[src/rtl/i2c_init_if.sv]
// i2c_init_if
// Open-drain I2C pad controls for the codec configuration master.
// Both signals are "release" flags: 1 = pad high-Z (pulled up), 0 = drive low.
//   scl      SCL release
//   sda_out  SDA release (there is no SDA input; ACKs are never read)
// Modports: master drives both lines, slave observes them.
interface i2c_init_if;
  logic scl;
  logic sda_out;

  modport master (output scl, output sda_out);
  modport slave  (input  scl, input  sda_out);
endinterface

[src/rtl/i2c_init.sv]
// i2c_init
// Power-on I2C configuration master for the AK4619 codec. After reset it
// waits STARTUP_CYCLES clocks, writes two fixed transactions (registers
// 0x01-0x06, then register 0x00 last so the codec leaves reset already
// configured), and then idles with both lines released until the next reset.
// Every bus phase lasts exactly one clk cycle; a bit slot is 4 phases.
// Ports:
//   clk    block clock (codec LRCK), rising edge
//   rst_n  asynchronous active-low reset; releases both lines at once
//   bus    i2c_init_if.master: registered scl / sda_out release flags
module i2c_init #(
  parameter int         STARTUP_CYCLES = 64,
  parameter logic [6:0] DEV_ADDR       = 7'h10
) (
  input  logic         clk,
  input  logic         rst_n,
  i2c_init_if.master   bus
);

  localparam int CNT_W = (STARTUP_CYCLES > 1) ? $clog2(STARTUP_CYCLES) : 1;
  localparam logic [CNT_W-1:0] LAST_WAIT = CNT_W'(STARTUP_CYCLES - 1);

  // Byte ROM indices: 0..7 are the first transaction, 8..10 the second.
  localparam logic [3:0] T1_LAST   = 4'd7;
  localparam logic [3:0] T2_LAST   = 4'd10;
  localparam logic [3:0] ROM_END   = 4'd11;

  typedef enum logic [2:0] {
    ST_WAIT,
    ST_START,
    ST_BYTE,
    ST_STOP,
    ST_GAP,
    ST_DONE
  } state_t;

  state_t           state;
  logic [CNT_W-1:0] wait_cnt;
  logic [1:0]       phase;
  logic [3:0]       bit_cnt;
  logic [3:0]       byte_idx;
  logic             scl_q;
  logic             sda_q;

  logic [7:0]       cur_byte;
  logic [2:0]       bit_sel;
  logic             cur_bit;

  assign bus.scl     = scl_q;
  assign bus.sda_out = sda_q;

  // Register write sequence, address byte first; the codec auto-increments
  // the register pointer after each data byte.
  always_comb begin
    cur_byte = 8'h00;
    case (byte_idx)
      4'd0:    cur_byte = {DEV_ADDR, 1'b0};
      4'd1:    cur_byte = 8'h01;
      4'd2:    cur_byte = 8'h0C;
      4'd3:    cur_byte = 8'h1C;
      4'd4:    cur_byte = 8'h00;
      4'd5:    cur_byte = 8'h22;
      4'd6:    cur_byte = 8'h22;
      4'd7:    cur_byte = 8'h00;
      4'd8:    cur_byte = {DEV_ADDR, 1'b0};
      4'd9:    cur_byte = 8'h00;
      4'd10:   cur_byte = 8'h37;
      default: cur_byte = 8'h00;
    endcase
  end

  // MSB first; the 9th slot (bit_cnt == 8) is the ACK slot, where SDA is
  // released and whatever the codec answers is ignored.
  always_comb begin
    bit_sel = 3'(4'd7 - bit_cnt);
    cur_bit = (bit_cnt == 4'd8) ? 1'b1 : cur_byte[bit_sel];
  end

  // Sequencer. The state names the bus phase being emitted on this edge, so
  // the outputs are registered directly from the current state and phase.
  // SDA only moves while SCL is low, except the deliberate START (1->0) and
  // STOP (0->1) edges.
  always_ff @(posedge clk or negedge rst_n) begin
    if (!rst_n) begin
      state    <= ST_WAIT;
      wait_cnt <= '0;
      phase    <= 2'd0;
      bit_cnt  <= 4'd0;
      byte_idx <= 4'd0;
      scl_q    <= 1'b1;
      sda_q    <= 1'b1;
    end else begin
      case (state)
        ST_WAIT: begin
          scl_q <= 1'b1;
          sda_q <= 1'b1;
          if (wait_cnt == LAST_WAIT) begin
            state <= ST_START;
            phase <= 2'd0;
          end else begin
            wait_cnt <= wait_cnt + 1'b1;
          end
        end

        // (1,1) (1,0) (1,0) (0,0)
        ST_START: begin
          scl_q <= (phase != 2'd3);
          sda_q <= (phase == 2'd0);
          phase <= phase + 2'd1;
          if (phase == 2'd3) begin
            state   <= ST_BYTE;
            bit_cnt <= 4'd0;
          end
        end

        // SCL high only in the two middle phases of each bit slot.
        ST_BYTE: begin
          scl_q <= (phase == 2'd1) || (phase == 2'd2);
          sda_q <= cur_bit;
          phase <= phase + 2'd1;
          if (phase == 2'd3) begin
            if (bit_cnt == 4'd8) begin
              bit_cnt  <= 4'd0;
              byte_idx <= byte_idx + 4'd1;
              if ((byte_idx == T1_LAST) || (byte_idx == T2_LAST)) begin
                state <= ST_STOP;
              end
            end else begin
              bit_cnt <= bit_cnt + 4'd1;
            end
          end
        end

        // (0,0) (1,0) (1,0) (1,1); byte_idx already points past the last
        // byte sent, so reaching ROM_END means the whole sequence is out.
        ST_STOP: begin
          scl_q <= (phase != 2'd0);
          sda_q <= (phase == 2'd3);
          phase <= phase + 2'd1;
          if (phase == 2'd3) begin
            state <= (byte_idx == ROM_END) ? ST_DONE : ST_GAP;
          end
        end

        // Bus-free time between transactions.
        ST_GAP: begin
          scl_q <= 1'b1;
          sda_q <= 1'b1;
          phase <= phase + 2'd1;
          if (phase == 2'd3) begin
            state <= ST_START;
          end
        end

        ST_DONE: begin
          scl_q <= 1'b1;
          sda_q <= 1'b1;
        end

        default: begin
          state <= ST_DONE;
          scl_q <= 1'b1;
          sda_q <= 1'b1;
        end
      endcase
    end
  end

endmodule

[src/flat_wrapper.sv]
// flat-port wrapper written by rule: the top's interface ports become plain ports
module i2c_init_flat 
#(
  parameter int         STARTUP_CYCLES = 64,
  parameter logic [6:0] DEV_ADDR       = 7'h10
)
  (clk, rst_n, bus_scl, bus_sda_out);
  i2c_init_if bus_i ();
  input  logic clk;
  input  logic rst_n;
  output wire logic [$bits(bus_i.scl)-1:0] bus_scl;
  output wire logic [$bits(bus_i.sda_out)-1:0] bus_sda_out;
  assign bus_scl = bus_i.scl;
  assign bus_sda_out = bus_i.sda_out;
  i2c_init #(.STARTUP_CYCLES(STARTUP_CYCLES), .DEV_ADDR(DEV_ADDR)) u_core (.clk(clk), .rst_n(rst_n), .bus(bus_i));
endmodule
[config.mk]
export PLATFORM = sky130hd
export DESIGN_NAME = i2c_init_flat
export DESIGN_NICKNAME = d
export VERILOG_FILES = /design/src/rtl/i2c_init_if.sv /design/src/rtl/i2c_init.sv /design/src/flat_wrapper.sv
export SDC_FILE = /design/constraint.sdc
export NUM_CORES = 1
export LEC_CHECK = 0
export BUFFER_PORTS_ARGS = -buffer_cell sky130_fd_sc_hd__buf_4
export CAP_MARGIN = 0
export CORE_UTILIZATION = 60
export DETAILED_ROUTE_END_ITERATION = 7
export HOLD_SLACK_MARGIN = 0.08
export PLACE_DENSITY = 0.8
export SLEW_MARGIN = 20
export SYNTH_ARGS = -nofsm -noshare
export SYNTH_HDL_FRONTEND = slang
export SYNTH_SLANG_ARGS = --single-unit
[constraint.sdc]
create_clock -name clk -period 2.4 [get_ports clk]
set_input_delay 0.36 -clock clk [delete_from_list [all_inputs] [get_ports clk]]
set_output_delay 0.36 -clock clk [all_outputs]
set_load 0.02 [all_outputs]
Word-level counts from Yosys, hierarchy flattened
Memories as Yosys holds them, arrays and structs flattened.
Cells that the tools add are included.
{ "op_classes": {"n_addsub": 5, "magnitude_cmp": 1, "n_eq_ne": 21, "mux": 20, "bitwise_logic": 2, "n_reduce_logical": 13} }
{ "op_table": {"columns": ["op", "n"], "rows": [
  ["2-to-1 mux 3 bit", 7],
  ["case mux 3 bit (6 select lines)", 1],
  ["!= test 2 x 1 -> 1 bit, second input constant", 7],
  ["equality test 4 bit, second input constant", 3],
  ["2-to-1 mux 4 bit", 3],
  ["adder 4 x 1 -> 4 bit, second input constant", 2],
  ["case mux 4 bit (2 select lines)", 1],
  ["AND reduction 8 bit", 1],
  ["adder 6 x 1 -> 6 bit, second input constant", 1],
  ["equality test 3 x 2 -> 1 bit, second input constant", 2],
  ["equality test 3 bit, second input constant", 2],
  ["equality test 6 bit, second input constant", 1],
  ["case mux 1 bit (3 select lines)", 2],
  ["AND reduction 3 bit", 2],
  ["nonzero test 2 bit", 3],
  ["equality test 2 bit, second input constant", 2],
  ["equality test 4 x 3 -> 1 bit, second input constant", 1],
  ["< comparator 3 x 4 -> 1 bit, second input constant", 1],
  ["case mux 2 bit (2 select lines)", 1],
  ["AND reduction 2 bit", 2],
  ["OR reduction 4 bit", 1],
  ["binary-select mux 1 bit (select 3 bit)", 1],
  ["equality test 3 x 1 -> 1 bit, second input constant", 1],
  ["zero test 3 bit", 1],
  ["9 further kinds", 13]
]} }
{ "word_totals": {"register_bits": 21, "rom_bits": 96, "input_bits": 2, "output_inout_bits": 2, "elab_cells": 70, "mem_count": 1} }
{ "mem_list": {"columns": ["name", "depth", "width", "read_ports", "rd_clocked_by_memory_dff", "wr", "line", "text"], "rows": [
  ["(name not given)", 16, 6, 1, 0, 0, "i2c_init.sv:56", "case (byte_idx)"]
]} }

Depth between registers and ports, before layout
Gate-level depths: netlist of run 1.
{ "depth": {"ltp_word": 6, "depth_mapped": 8} }

Worst setup path before layout of run 1
No wires, ideal clock.
{ "synth_timing": {"kind": "register to register", "from": "register u_core.bit_cnt[0]", "to": "register u_core.state[0]", "setup_time_ps": 125, "t_arrival_ps": 1691, "required_time_ps": 2275, "setup_slack_ps": 584, "stages_incl_launch_ff": 9, "path_buffers": 1, "period_less_slack_ps": 1816, "cell_sequence": "dfrtp_1 > clkbuf_1 > inv_1 > ha_1 > nand2_1 > o21ai_2 > o21ai_0 > a311oi_2 > mux2_4"} }
{ "synth_via": {"elab_chain_cells": 3} }
{ "synth_rtl": {"columns": ["element", "line", "text"], "rows": [
  ["start, declared", "i2c_init.sv:40", "logic [3:0] bit_cnt;"],
  ["start signal, assigned", "i2c_init.sv:129", "bit_cnt <= bit_cnt + 4'd1;"],
  ["equality test 4 bit", "i2c_init.sv:122", "if (bit_cnt == 4'd8) begin"],
  ["!= test 2 x 1 -> 1 bit (no source line)", null, null],
  ["AND reduction 8 bit (no source line)", null, null],
  ["end signal, assigned", "i2c_init.sv:141", "state <= (byte_idx == ROM_END) ? ST_DONE : ST_GAP;"],
  ["end, declared", "i2c_init.sv:37", "state_t state;"]
]} }
No other way between the ends.
A chain may end at the register's enable or synchronous reset.

Final worst setup path of run 1
Ends and elaborated chain as after synthesis.

==> results_dict.tcl, run 1 <==
set metrics [dict create \
    status "finished clean" \
    drc_errors 0 \
    first_global_vias 980 \
    drive_gt1_share_pct 12.68 \
    synthArstFlopShare_pct 100.0 \
    grt_pass1_wl_um 4333 \
    ys_warn_count 0 \
    ir_drop_mv 0.4166 \
    fillers 172 \
    syn-cell-area_um2 1356 \
    area_delta_synth_final_pct 1.752 \
    drtPass1Iterations 4 \
    grt_usage_pct 23.16 \
    antenna_cells 0 \
    slew_headroom_pct 67.42 \
    drv_slew 0 \
    port_buffers 3 \
    drtAntennaViolNets 0 \
    crit_arrival_ps 2120 \
    power.density_nw_per_um2 388.6 \
    crit_required_ps 2610 \
    fin_crit_sh_pct 79.95 \
    fp.dieW_um 49.55 \
    setup_tns_ps 0 \
    end_kind "register" \
    h-tree-depth 1 \
    hold_viol 0 \
    synthMuxAreaShare_pct 2.675 \
    num_vias 976 \
    clock_skew_ps 2.039 \
    worstSkewPairLatency_ps 310 \
    drt_first_iter_violations 47 \
    drt-vias-per-instance 5.775 \
    synthAdderAreaFrac_pct 9.225 \
    cts_sinks 21 \
    final_common_cell "dfrtp_1" \
    synthCells 142 \
    antenna_found_initial 0 \
    max-clock-path-buffers 2 \
    period_needed_ps 1919 \
    cts-root-buf "clkbuf_4" \
    synth_cell_types 43 \
    avgSynthCellArea_um2 9.551 \
    ys_seq_area_share_pct 38.93 \
    post-place-ws_ps 498.0 \
    ys_ff_latch 21 \
    synth_edf_count 0 \
    fin_util_pct 67.59 \
    hpwl_um 1742 \
    die_height_um 49.55 \
    row_count 16 \
    avgRoutedWirePerCell_um 14.20 \
    p_leak_nw 0.5460 \
    synth_compound_area_share_pct 16.14 \
    startpoint_type "register" \
    start_util_pct 66.42 \
    max_freq_ghz 0.5211 \
    synth-main-ff-cell "dfrtp_1" \
    setup_viol 0 \
    synth_xor_area_share_pct 5.812 \
    syn-num-nets 154 \
    layout.nets 155 \
    max_slew.worst_pin.slew_ps 488.7 \
    cts_buffers 3 \
    criticalPathCategory "reg -> reg" \
    io_pins 4 \
    place_area_um2 1344 \
    critPathMaxFanout 9 \
    maxCapViolations 0 \
    final_area_um2 1380 \
    grt_start_max_net_pins 22 \
    gp_routability_congestion 0.9257 \
    hold_path.class "in -> async" \
    dieArea_um2 2455 \
    grt_setup_unrepaired "no" \
    yosys.area_share.simple_pct 19.10 \
    synth_top_family_by_area "simple AND/OR/NAND/NOR gates" \
    grt_overflow 0 \
    core_um2 2042 \
    worst_slack_ps 481.1 \
    mostFrequentLayoutCells "19 x dfrtp_1, 18 x nand2_1, 11 x inv_1" \
    wl_um 2399 \
    clk_pin_slew_ps 120 \
    cts_tree "done" \
]
==> layout make-up <==
class / instances / area (µm²) / share of cell area, %
multi-input combinational: 102 / 718.2 / 52.04
sequential: 21 / 528.0 / 38.26
inverter: 11 / 41.29 / 2.992
tap: 27 / 33.78 / 2.448
timing repair buffer: 4 / 32.53 / 2.357
clock buffer: 4 / 26.28 / 1.904
==> metrics by stage <==
stage	power, mW	std cells	hold WS [ps]
detailed placement	0.3686	164	254.3
finish	0.5362	169	457.6
global route	0.5525	169	477.1
floorplan	0.3607	142	64.41
CTS	0.5396	169	451.8
global placement	0.3685	164	253.5
==> worst max-delay path: stages (launching register included) <==
cell	delay [ps]
dfrtp_1	490
inv_1	120
ha_1	140
nand2_1	130
o21ai_2	200
o21ai_0	130
a311oi_2	290
mux2_4	320
==> timing repair <==
action	CTS	global route
resized for setup	0	0
hold buffers	1	0
buffers inserted	0	0
endpoints found under the hold margin	19	0
==> final timing paths <==
path / start / endpoint / slack, ps / cells past startpoint
setup / recovery: u_core.bit_cnt[0]$_DFFE_PN0P_ / u_core.state[0]$_DFFE_PN0P_ / 480 / 7
hold / removal: rst_n / u_core.phase[1]$_DFFE_PN0P_ / 460 / 2
setup reg to reg: u_core.bit_cnt[0]$_DFFE_PN0P_ / u_core.state[0]$_DFFE_PN0P_ / 480 / 7
hold reg to reg: u_core.wait_cnt[4]$_DFFE_PN0P_ / u_core.wait_cnt[4]$_DFFE_PN0P_ / 480 / 1
max in group asynchronous: rst_n / u_core.bus.scl$_DFF_PN1_ / 1680 / 2
min in group clk: u_core.wait_cnt[4]$_DFFE_PN0P_ / u_core.wait_cnt[4]$_DFFE_PN0P_ / 480 / 1
==> logic make-up after synthesis <==
| kind of cell | after synthesis |
|---|---|
| and+or+nand+nor | 47 |
| xor gates and xnor gates | 9 |
| muxes | 3 |
| adders and majority gates | 10 |
| buffers and inverters | 19 |
| DFF | 21 |
| AOI/OAI and AO/OA | 33 |
==> per-layer routing <==
metal / vias to the layer above / global-route usage (%) / wire length (µm)
met5: - / 0 / 0
met4: 0 / 4.762 / 12
met3: 2 / 6.790 / 88
met2: 22 / 38.74 / 1195
met1: 467 / 29.56 / 1103
li1: 485 / - / -
==> synthesized netlist by cell type, types with 2 or more instances <==
cell type | n | area share, %
dfrtp_1 | 19 | 35
dfstp_2 | 2 | 3.9
nand2_1 | 18 | 5.0
nand3_1 | 4 | 1.5
nor3_4 | 2 | 2.4
inv_1 | 11 | 3.0
clkbuf_1 | 3 | 0.83
o21ai_0 | 8 | 3.0
xnor2_1 | 8 | 5.2
nor2_1 | 8 | 2.2
nor3_1 | 2 | 0.74
nand2b_1 | 2 | 0.92
ha_1 | 10 | 9.2
a21o_1 | 2 | 1.1
a31oi_1 | 4 | 1.8
buf_6 | 2 | 1.7
a21oi_1 | 8 | 3.0
clkbuf_8 | 2 | 2.0
nand4_1 | 3 | 1.4
==> flip-flops by register name, indices dropped and copies added (netlist names) <==
name and flops:
u_core.phase 2, u_core.byte_idx 4, u_core.bit_cnt 4, u_core.state 3, u_core.wait_cnt 6, u_core.bus.sda_out 1
u_core.bus.scl 1
==> power breakdown <==
group          switching [mW]  internal (mW)  total (mW)  leakage [nW]
registers                   0          0.354       0.354         0.272
logic                 0.00675        0.00217     0.00892         0.259
clock network           0.109         0.0649       0.173        0.0150
total                   0.115          0.421       0.536         0.546
No activity file was read; power rests on OpenSTA's default activity.
==> inputs of run 2 (changes only) <==
- ABC_AREA: default -> 1
- CORE_UTILIZATION: 60 -> 55
- PLACE_DENSITY: 0.8 -> 0.78
- clock period: 2.4 -> 1.7 ns (I/O delays scaled with it)
==> results_dict.tcl, run 2 <==
set metrics [dict create \
    gr-usage-met2_pct 38.74 \
    gp_routability_congestion 0.8789 \
    startpoint_type "register" \
    setup_tns_ps 0 \
    avgRoutedWirePerCell_um 11.81 \
    grt_usage_pct 22.14 \
    h-tree-depth 1 \
    final_common_cell "nand2_1" \
    first_global_vias 1066 \
    fp.dieW_um 51.75 \
    cts-root-buf "clkbuf_4" \
    power.density_nw_per_um2 524.4 \
    register_area_um2 529.3 \
    hold_path.class "in -> async" \
    multi_input_area_um2 715.7 \
    drc_errors 0 \
    criticalPathCategory "reg -> reg" \
    worstSkewPairLatency_ps 300 \
    top_register "u_core.wait_cnt" \
    syn-cell-area_um2 1361 \
    fin_crit_sh_pct 92.71 \
    clock_skew_ps 1.037 \
    fillers 187 \
    drtPass1Iterations 6 \
    yosysTopAreaCell "dfrtp_1" \
    crit_required_ps 1890 \
    drtAntennaViolNets 0 \
    fin_util_pct 63.28 \
    grt-busiest-layer "met2" \
    final_cells 202 \
    cts_sinks 21 \
    grt_setup_unrepaired "no" \
    wl_um 2386 \
    cts_buffers 3 \
    area_delta_synth_final_pct 5.790 \
    grt_overflow 0 \
    met3_usage_pct 3.216 \
    ys_seq_area_share_pct 38.79 \
    cts_tree "done" \
    crit_arrival_ps 1770 \
    status "finished clean" \
    antenna_cells 0 \
    reg2regPathDepth 9 \
    port_buffers 3 \
    max_freq_ghz 0.6345 \
    yosys-top-cells-area "dfrtp_1 35%, nand2_1 10%, ha_1 9.2%" \
    largest_reg_flops 6 \
    ys_warn_count 0 \
    core_um2 2276 \
    drt_first_iter_violations 25 \
    post_cts_buffers 0 \
    grt_pass1_wl_um 4416 \
    r2r_slack_ps 120 \
    met1_usage_pct 27.22 \
    p_leak_nw 0.6546 \
    synth-main-ff-cell "dfrtp_1" \
    io_pins 4 \
    synthCells 168 \
    worstReg2RegEnd "u_core.state[0]$_DFFE_PN0P_" \
    num_vias 1066 \
    ys_ff_latch 21 \
    synthArstFlopShare_pct 100.0 \
    setup_viol 0 \
    end_kind "register" \
    whs_ps 355.6 \
    final_area_um2 1440 \
    avgSynthCellArea_um2 8.103 \
    largest_registers "u_core.wait_cnt: 6 flops, u_core.bit_cnt: 4 flops, u_core.byte_idx: 4 flops" \
    mostFrequentLayoutCells "37 x nand2_1, 22 x inv_1, 18 x dfrtp_1" \
    syn-num-nets 180 \
    maxCapViolations 0 \
    netlist.area_leader.share_pct 34.93 \
    rr_startpoint "u_core.bit_cnt[0]$_DFFE_PN0P_" \
    drive_gt1_share_pct 14.37 \
    critPathMaxFanout 6 \
    grt_start_max_net_pins 22 \
    die_height_um 51.75 \
    layout.nets 187 \
    row_count 17 \
    hold_viol 0 \
    clk_pin_slew_ps 120 \
    period_needed_ps 1576 \
    drt-vias-per-instance 5.277 \
    start_util_pct 59.81 \
    hpwl_um 1841 \
    synth_cell_types 29 \
    ir_drop_mv 0.4140 \
    drv_slew 0 \
    place_area_um2 1403 \
    yosys-top-cells-count "37 x nand2_1, 22 x inv_1, 19 x dfrtp_1" \
    yosysMostFrequentCell "nand2_1" \
    dp.cells 197 \
    max_slew.worst_pin.slew_ps 312.4 \
    slew_headroom_pct 79.17 \
    synth_edf_count 0 \
    dieArea_um2 2678 \
    max-clock-path-buffers 2 \
    antenna_found_initial 0 \
]
run 2: area by class of cell:
cell class	count	share of cell area (%)
clock buffers	4	1.825
inverters	27	7.037
multi-input cells	118	49.70
flip-flops and latches	21	36.75
well taps	28	2.433
repair buffers	4	2.259
run 2: layer usage:
layer	vias to the layer above	share of wire, %	wire, µm
met4	0	0.50	12
met3	2	2.3	55
met1	499	45	1075
met2	14	52	1242
li1	551	-	-
met5	-	0	0
run 2: critical path, cell delays in order (launching register included):
cell and delay [ps]:
dfrtp_2 470, inv_1 140, ha_1 160, nand2_1 80, nor2_4 130, nor2_1 100
nor2_2 120, nand4_2 120, nand2_1 90, o21ai_1 60
run 2: worst max path at each step:
| stage | start | endpoint | slack, ps | depth (start not counted) |
|---|---|---|---|---|
| 3_3_place_gp | u_core.bit_cnt[0]$_DFFE_PN0P_ | u_core.state[0]$_DFFE_PN0P_ | 230 | 9 |
| 6_report | u_core.bit_cnt[0]$_DFFE_PN0P_ | u_core.state[0]$_DFFE_PN0P_ | 120 | 9 |
| 3_5_place_dp | u_core.bit_cnt[0]$_DFFE_PN0P_ | u_core.state[0]$_DFFE_PN0P_ | 130 | 9 |
| 2_1_floorplan | u_core.bit_cnt[0]$_DFFE_PN0P_ | u_core.state[0]$_DFFE_PN0P_ | 290 | 9 |
| 5_1_grt | u_core.bit_cnt[0]$_DFFE_PN0P_ | u_core.state[2]$_DFFE_PN0P_ | 10 | 9 |
| 4_1_cts | u_core.bit_cnt[0]$_DFFE_PN0P_ | u_core.state[2]$_DFFE_PN0P_ | 110 | 9 |
run 2: kinds of logic (layout without fill, tap and decap cells):
| logic type | Yosys count | count (layout) | synth area share [%] |
|---|---|---|---|
| simple gates | 80 | 80 | 28.68 |
| compound gates | 18 | 18 | 8.089 |
| flops | 21 | 21 | 38.79 |
| fa+ha+maj | 10 | 10 | 9.191 |
| buf+inv | 29 | 35 | 8.640 |
| mux | 1 | 1 | 0.8271 |
| xor+xnor | 9 | 9 | 5.791 |
run 2: report_power, final:
group,internal (mW),switching (mW)
logic,0.00306,0.00960
clock network,0.0913,0.152
registers,0.500,0
run 2: stage by stage:
stage	total power, mW	setup WS, ps
2_1_floorplan	0.5092	291.5
3_3_place_gp	0.5204	226.4
3_5_place_dp	0.5206	131.8
4_1_cts	0.7614	108.3
5_1_grt	0.7912	12.69
6_report	0.7552	123.8
run 2: timing repair:
item / 4_1_cts / 5_1_grt
hold buffers: 1 / 0
endpoints found under the setup margin: 0 / 2
endpoints found under the hold margin: 21 / 0
resized for setup: 0 / 1
